**config.mk**
```make
export PLATFORM = sky130hd
export DESIGN_NAME = n_bit_serial_subtractor_flat
export DESIGN_NICKNAME = d
export VERILOG_FILES = /design/src/rtl/n_bit_serial_subtractor_if.sv /design/src/rtl/n_bit_serial_subtractor.sv /design/src/flat_wrapper.sv
export SDC_FILE = /design/constraint.sdc
export NUM_CORES = 1
export LEC_CHECK = 0
export BUFFER_PORTS_ARGS = -buffer_cell sky130_fd_sc_hd__buf_2
export CAP_MARGIN = 20
export CORE_ASPECT_RATIO = 1.4
export CORE_MARGIN = 8
export CORE_UTILIZATION = 35
export DETAILED_ROUTE_END_ITERATION = 6
export PLACE_DENSITY_LB_ADDON = 0.08
export SYNTH_ARGS = -nofsm -noshare
export SYNTH_HDL_FRONTEND = slang
export SYNTH_SLANG_ARGS = --single-unit
export TNS_END_PERCENT = 20
```
**constraint.sdc**
```tcl
create_clock -name clk -period 3.3 [get_ports clk]
set_input_delay 0.66 -clock clk [delete_from_list [all_inputs] [get_ports clk]]
set_output_delay 0.66 -clock clk [all_outputs]
set_load 0.02 [all_outputs]
```
**src/rtl/n_bit_serial_subtractor_if.sv**
```systemverilog
// Operand/result bundle for the bit-serial subtractor.
// With SERIAL_SUB_ADD_MODE_EN defined, an op bit selects add (1) or subtract (0).
interface n_bit_serial_subtractor_if #(
    parameter int unsigned n = 4
);
    logic         start;
    logic [n-1:0] a_in;
    logic [n-1:0] b_in;
`ifdef SERIAL_SUB_ADD_MODE_EN
    logic         op;
`endif
    logic         busy;
    logic         done;
    logic [n-1:0] diff;
    logic         borrow;
    logic         serial_out;

    modport master (
        output start, a_in, b_in,
`ifdef SERIAL_SUB_ADD_MODE_EN
        output op,
`endif
        input  busy, done, diff, borrow, serial_out
    );

    modport slave (
        input  start, a_in, b_in,
`ifdef SERIAL_SUB_ADD_MODE_EN
        input  op,
`endif
        output busy, done, diff, borrow, serial_out
    );
endinterface

```
**src/rtl/n_bit_serial_subtractor.sv**
```systemverilog
// Bit-serial A - B, LSB first, one full-subtractor cell and one borrow flop.
// Optional add mode is enabled with SERIAL_SUB_ADD_MODE_EN.
module n_bit_serial_subtractor #(
    parameter int unsigned n = 4
) (
    input  logic                      clk,
    input  logic                      rst,
    n_bit_serial_subtractor_if.slave  bus
);
    localparam int unsigned CW = (n > 2) ? $clog2(n) : 1;
    localparam logic [CW-1:0] LAST = CW'(n - 1);

    typedef enum logic [1:0] {IDLE, SHIFT, DONE} state_t;

    state_t        state;
    logic [n-1:0]  a_reg;
    logic [n-1:0]  b_reg;
    logic [n-1:0]  diff_q;
    logic [CW-1:0] cnt;
    logic          bw;
    logic          borrow_q;
    logic          done_q;
    logic          busy_q;
`ifdef SERIAL_SUB_ADD_MODE_EN
    logic          op_q;
`endif

    logic d_c;
    logic bw_next_c;
    logic accept_c;

    // Single cell: difference (or sum) bit and next borrow (or carry).
    always_comb begin
        d_c       = a_reg[0] ^ b_reg[0] ^ bw;
        bw_next_c = (~a_reg[0] & b_reg[0]) | (~(a_reg[0] ^ b_reg[0]) & bw);
`ifdef SERIAL_SUB_ADD_MODE_EN
        if (op_q) begin
            bw_next_c = (a_reg[0] & b_reg[0]) | (a_reg[0] & bw) | (b_reg[0] & bw);
        end
`endif
    end

    // The DONE exit edge also accepts a new start so back-to-back ops take n+1 cycles.
    assign accept_c = bus.start && ((state == IDLE) || (state == DONE));

    always_ff @(posedge clk or posedge rst) begin
        if (rst) begin
            state    <= IDLE;
            a_reg    <= '0;
            b_reg    <= '0;
            diff_q   <= '0;
            cnt      <= '0;
            bw       <= 1'b0;
            borrow_q <= 1'b0;
            done_q   <= 1'b0;
            busy_q   <= 1'b0;
`ifdef SERIAL_SUB_ADD_MODE_EN
            op_q     <= 1'b0;
`endif
        end else begin
            case (state)
                IDLE: begin
                    if (bus.start) begin
                        state  <= SHIFT;
                        busy_q <= 1'b1;
                    end
                end
                SHIFT: begin
                    a_reg <= {d_c, a_reg[n-1:1]};
                    b_reg <= {b_reg[0], b_reg[n-1:1]};
                    bw    <= bw_next_c;
                    cnt   <= cnt + CW'(1);
                    if (cnt == LAST) begin
                        state  <= DONE;
                        done_q <= 1'b1;
                    end
                end
                DONE: begin
                    done_q   <= 1'b0;
                    diff_q   <= a_reg;
                    borrow_q <= bw;
                    if (bus.start) begin
                        state <= SHIFT;
                    end else begin
                        state  <= IDLE;
                        busy_q <= 1'b0;
                    end
                end
                default: begin
                    state  <= IDLE;
                    done_q <= 1'b0;
                    busy_q <= 1'b0;
                end
            endcase

            // Operand capture; never overlaps the SHIFT-state updates above.
            if (accept_c) begin
                a_reg <= bus.a_in;
                b_reg <= bus.b_in;
                bw    <= 1'b0;
                cnt   <= '0;
`ifdef SERIAL_SUB_ADD_MODE_EN
                op_q  <= bus.op;
`endif
            end
        end
    end

    assign bus.busy       = busy_q;
    assign bus.done       = done_q;
    assign bus.diff       = (state == DONE) ? a_reg : diff_q;
    assign bus.borrow     = (state == DONE) ? bw : borrow_q;
    assign bus.serial_out = (state == SHIFT) ? d_c : 1'b0;

endmodule
```
**src/flat_wrapper.sv**
```systemverilog
// flat-port wrapper written by rule: the top's interface ports become plain ports
module n_bit_serial_subtractor_flat 
#(
    parameter int unsigned n = 4
)
  (clk, rst, bus_start, bus_a_in, bus_b_in, bus_busy, bus_done, bus_diff, bus_borrow, bus_serial_out);
  n_bit_serial_subtractor_if #(.n(n)) bus_i ();
  input  logic clk;
  input  logic rst;
  input wire logic [$bits(bus_i.start)-1:0] bus_start;
  input wire logic [$bits(bus_i.a_in)-1:0] bus_a_in;
  input wire logic [$bits(bus_i.b_in)-1:0] bus_b_in;
  output wire logic [$bits(bus_i.busy)-1:0] bus_busy;
  output wire logic [$bits(bus_i.done)-1:0] bus_done;
  output wire logic [$bits(bus_i.diff)-1:0] bus_diff;
  output wire logic [$bits(bus_i.borrow)-1:0] bus_borrow;
  output wire logic [$bits(bus_i.serial_out)-1:0] bus_serial_out;
  assign bus_i.start = bus_start;
  assign bus_i.a_in = bus_a_in;
  assign bus_i.b_in = bus_b_in;
  assign bus_busy = bus_i.busy;
  assign bus_done = bus_i.done;
  assign bus_diff = bus_i.diff;
  assign bus_borrow = bus_i.borrow;
  assign bus_serial_out = bus_i.serial_out;
  n_bit_serial_subtractor #(.n(n)) u_core (.clk(clk), .rst(rst), .bus(bus_i));
endmodule
```
Word-level counts from Yosys, hierarchy flattened
Cells that the tools add are included.
{"block": "totals", "reg_bits": 20, "word_cells": 52, "inputBits": 11}
{"block": "classes", "n_eq_ne": 6, "add_sub_neg": 1, "n_bitwise": 9, "n_reduce_logical": 7, "mux": 20}
{"operator": "$mux 4", "count": 5}
{"operator": "$mux 1", "count": 8}
{"operator": "$mux 2", "count": 4}
{"operator": "$pmux 2 s3", "count": 1}
{"operator": "$eq 2x2->1 const B", "count": 2}
{"operator": "$ne 2x2->1 const B", "count": 2}
{"operator": "$not 1->1", "count": 4}
{"operator": "$reduce_and 2->1", "count": 2}
{"operator": "$pmux 1 s3", "count": 1}
{"operator": "$reduce_and 3->1", "count": 1}
{"operator": "$add 2x1->2 const B", "count": 1}
{"operator": "$and 1x1->1", "count": 2}
{"operator": "$eq 2x1->1 const B", "count": 1}
{"operator": "$logic_not 2->1", "count": 1}
{"operator": "$ne 2x1->1 const B", "count": 1}
{"operator": "$pmux 1 s2", "count": 1}
{"operator": "$reduce_bool 2->1", "count": 1}
{"operator": "$xor 1x1->1", "count": 2}
{"operator": "$logic_and 1x1->1", "count": 1}
{"operator": "$logic_or 1x1->1", "count": 1}
{"operator": "$or 1x1->1", "count": 1}

Depth between registers and ports, before layout
{"block": "logic_depth", "depth_word": 6, "depth_mapped": 5}

Worst setup path after synthesis
No wires, ideal clock.
{"block": "synth_path", "kind": "flip-flop to output port", "startpoint": "register u_core.state[0]", "endpoint": "output port bus_diff[0]", "required_ps": 2640, "path_slack_ps": 1381, "n_path_buf": 1, "path_stages_with_launch": 4, "arrival_ps": 1259, "path_cell_list": "dfrtp_1 buf_4 nand2b_1 o21ai_0"}
{"block": "synth_via", "elab_chain_len": 2}
{"item": "from (decl)", "line_no": "n_bit_serial_subtractor.sv:15", "text": "state_t state;"}
{"item": "from (signal assigned)", "line_no": "n_bit_serial_subtractor.sv:48", "text": "state <= IDLE;"}
{"item": "from (signal assigned)", "line_no": "n_bit_serial_subtractor.sv:64", "text": "state <= SHIFT;"}
{"item": "from (signal assigned)", "line_no": "n_bit_serial_subtractor.sv:74", "text": "state <= DONE;"}
{"item": "$eq 2x2->1", "line_no": "n_bit_serial_subtractor.sv:111", "text": "assign bus.diff = (state == DONE) ? a_reg : diff_q;"}
{"item": "$mux 4", "line_no": "n_bit_serial_subtractor.sv:111"}
{"item": "to (decl)", "line_no": "flat_wrapper.sv:15", "text": "output wire logic [$bits(bus_i.diff)-1:0] bus_diff;"}
No other way between the ends.

Worst setup path in the final report
{"block": "layout_path", "startpoint": "register u_core.state[0]", "endpoint": "output port bus_borrow"}
{"block": "layout_via", "elab_chain_len": 2}
{"item": "$eq 2x2->1", "line_no": "n_bit_serial_subtractor.sv:112", "text": "assign bus.borrow = (state == DONE) ? bw : borrow_q;"}
{"item": "$mux 1", "line_no": "n_bit_serial_subtractor.sv:112"}
{"item": "to (decl)", "line_no": "flat_wrapper.sv:16", "text": "output wire logic [$bits(bus_i.borrow)-1:0] bus_borrow;"}
No other way between the ends.

==> results by group <==
STA
  – Fin crit period: 2.28 ns
  – RSZ-0062 raised after global routing: false
  – Crit share post-route: 69.0%
  – Rel. slew slack: 48.8%
  – Fmax: 0.439 GHz
  – Actual slew at the worst max-slew pin: 0.766 ns
  – Worst hold slack: 0.484 ns
  – PnR worst setup slack: 1.02 ns
  – Fin Setup TNS: 0 ns
  – Final hold violation count: 0
  – Final setup fails: 0
  – Worst Clk Skew: 0.00304 ns
  – Final Max Slew Viols: 0

Drt
  – First-pass DRT Iterations: 4
  – Post-Route WL: 1800 um
  – Via count: 624
  – WL/cell: 13.9 um
  – Final ANT Viol Nets: 0
  – Vias/cell: 4.84
  – Drc violations: 0
  – DRT iter0 DRCs: 31

Worst setup path
  – CP max FO: 10
  – Required @ worst endpoint: 2.64 ns
  – Worst r2r src: u_core.state[0]
  – WS Path Type: reg -> out
  – Startpoint types: register
  – Crit path launch: u_core.state[0]
  – Nature of the critical path endpoint: output pin
  – Worst Path Arrival: 1.62 ns

Clock tree
  – Post-cts resize count: 0
  – TritonCTS Sinks: 20
  – Root Buffer: clkbuf_4
  – Clock Pin Slew Worst Setup and Hold Paths: 0.11 ns
  – Post-CTS Hold Fix Bufs: 0
  – Max H-tree Level: 1
  – Number of CTS-inserted buffers: 3
  – Max Root-Sink Buffers: 2
  – Worst-Skew Late Latency: 0.29 ns
  – Post-CTS Setup Bufs: 0
  – CTS tree: yes

Global routing
  – GRT overflow: 0
  – First-pass GRT wire length: 3090 um
  – Antenna violations before repair: 0
  – Largest net degree at the start of global routing: 21
  – GRT Total Usage: 9.07%
  – Vias in the first global route: 679

Synth
  – Synthesized cell area: 883 um2
  – Avg Cell Area, Syn: 11.2 um2
  – Async SR Flop Fraction: 100%
  – Post-Synthesis Net Count: 92
  – Cells after Synth: 79
  – Synth Warn #: 0
  – Synth cell types: 22
  – EDFF count, synth: 0
  – Seq/Total Area, Yosys: 56.7%
  – Post-synth top flop: dfrtp_1
  – #FFs+latches synth: 20

Placement
  – Global placement routability congestion: 0.657
  – Port buffer count: 18
  – Post-Place Setup Slack: 1.33 ns
  – Dpl hpwl: 1310 um
  – Placed Cells: 125
  – Placed inst area: 973 um2

Power
  – P per Cell Area: 1050 mW/mm2
  – Leakage power: 0.461 nW
  – Tot Pwr: 1.06 mW
  – VDD IR max: 492 uV
  – Combinational Power Share: 44.2%
  – Sequential fraction of design power: 42.7%
  – Clock power share: 13.1%
  – Net Sw Frac: 40.7%
  – Int Pwr: 0.631 mW
  – Psw: 0.434 mW

Die
  – Core Area: 0.00239 mm2
  – Rows: 21
  – Die area: 0.00441 mm2
  – Die W: 58.5 um
  – Ports: 19
  – Initial cell density of the core: 36.9%
  – Die height: 75.4 um

Layout
  – Nets: 109
  – Final Cell Area: 0.00101 mm2
  – Share of cells above drive strength 1: 29.5%
  – Finished Core Util: 42.2%
  – Synthesis-to-layout area growth: 14.3%
  – Diodes inserted: 0
  – Finished Layout Cells: 129

Hold path
  – HP Class: in -> async

Outcome
  – Outcome: completed

Job
  – Number of max-cap violations: 0
[synth_stat cells, types with 2 or more instances]
cell,instances,area [um2]
a21oi_1,2,10.0
a22o_1,2,17.5
buf_4,5,37.5
dfrtp_1,20,500
inv_1,3,11.3
mux2_2,5,56.3
nand2b_1,3,18.8
nor2_1,9,33.8
nor2b_1,3,18.8
nor3_1,6,30.0
o21ai_0,5,25.0
o22ai_1,6,37.5
[layout by cell type (no fill, tap or decap), drive strengths merged, types with 2 or more instances in the layout]
| cell type | count |
|---|---|
| nor2 | 10 |
| nand2b | 3 |
| nor2b | 3 |
| nor3 | 6 |
| mux2 | 5 |
| inv | 3 |
| a22o | 2 |
| a21oi | 2 |
| dfrtp | 20 |
| buf | 18 |
| clkbuf | 4 |
| o22ai | 6 |
| o21ai | 5 |
[routing by layer]
metal / track usage, % / vias to the layer above / share of wire, %
li1: - / 306 / -
met3: 2.03 / 2 / 4.1
met2: 15.5 / 12 / 47
met1: 10.6 / 304 / 48
met4: 4.10 / 0 / 1.1
met5: 0 / - / 0
[final timing paths]
check	slack [ns]	to	depth (start not counted)
min in group clk	0.50	u_core.diff_q[0]	2
max reg2reg	1.72	u_core.a_reg[3]	3
max	1.02	bus_borrow	3
min reg2reg	0.50	u_core.diff_q[0]	2
min	0.48	u_core.diff_q[3]	2
max in group asynchronous	2.33	u_core.borrow_q	2
[cell families after synthesis]
group	after synthesis	share of synthesized area, %
DFF	20	56.7
and+or+nand+nor	25	13.9
buffers and inverters	9	6.09
muxes	6	7.51
AOI/OAI and AO/OA	17	12.2
adders and majority gates	2	3.68
[worst max-delay path, stage by stage (launching register included)]
cell	delay, ns
dfrtp_1	0.50
nand2b_1	0.29
mux2_2	0.38
buf_2	0.16
[power groups by stage]
stage | Combinational, mW | Clock [mW] | Sequential (mW)
finish | 0.471 | 0.139 | 0.455
global route | 0.531 | 0.154 | 0.473
CTS | 0.482 | 0.144 | 0.456
detailed placement | 0.476 | 0 | 0.461
global placement | 0.474 | 0 | 0.457
floorplan | 0.399 | 0 | 0.433
[area by class of cell]
type                    count  area [um2]
flip-flops and latches     20         500
clock buffers               4        36.3
inverters                   3        11.3
repair buffers             18        90.1
fillers                   250        1380
well taps                  34        42.5
multi-input cells          50         329
Note: power is estimated with default switching activity, not from simulation.
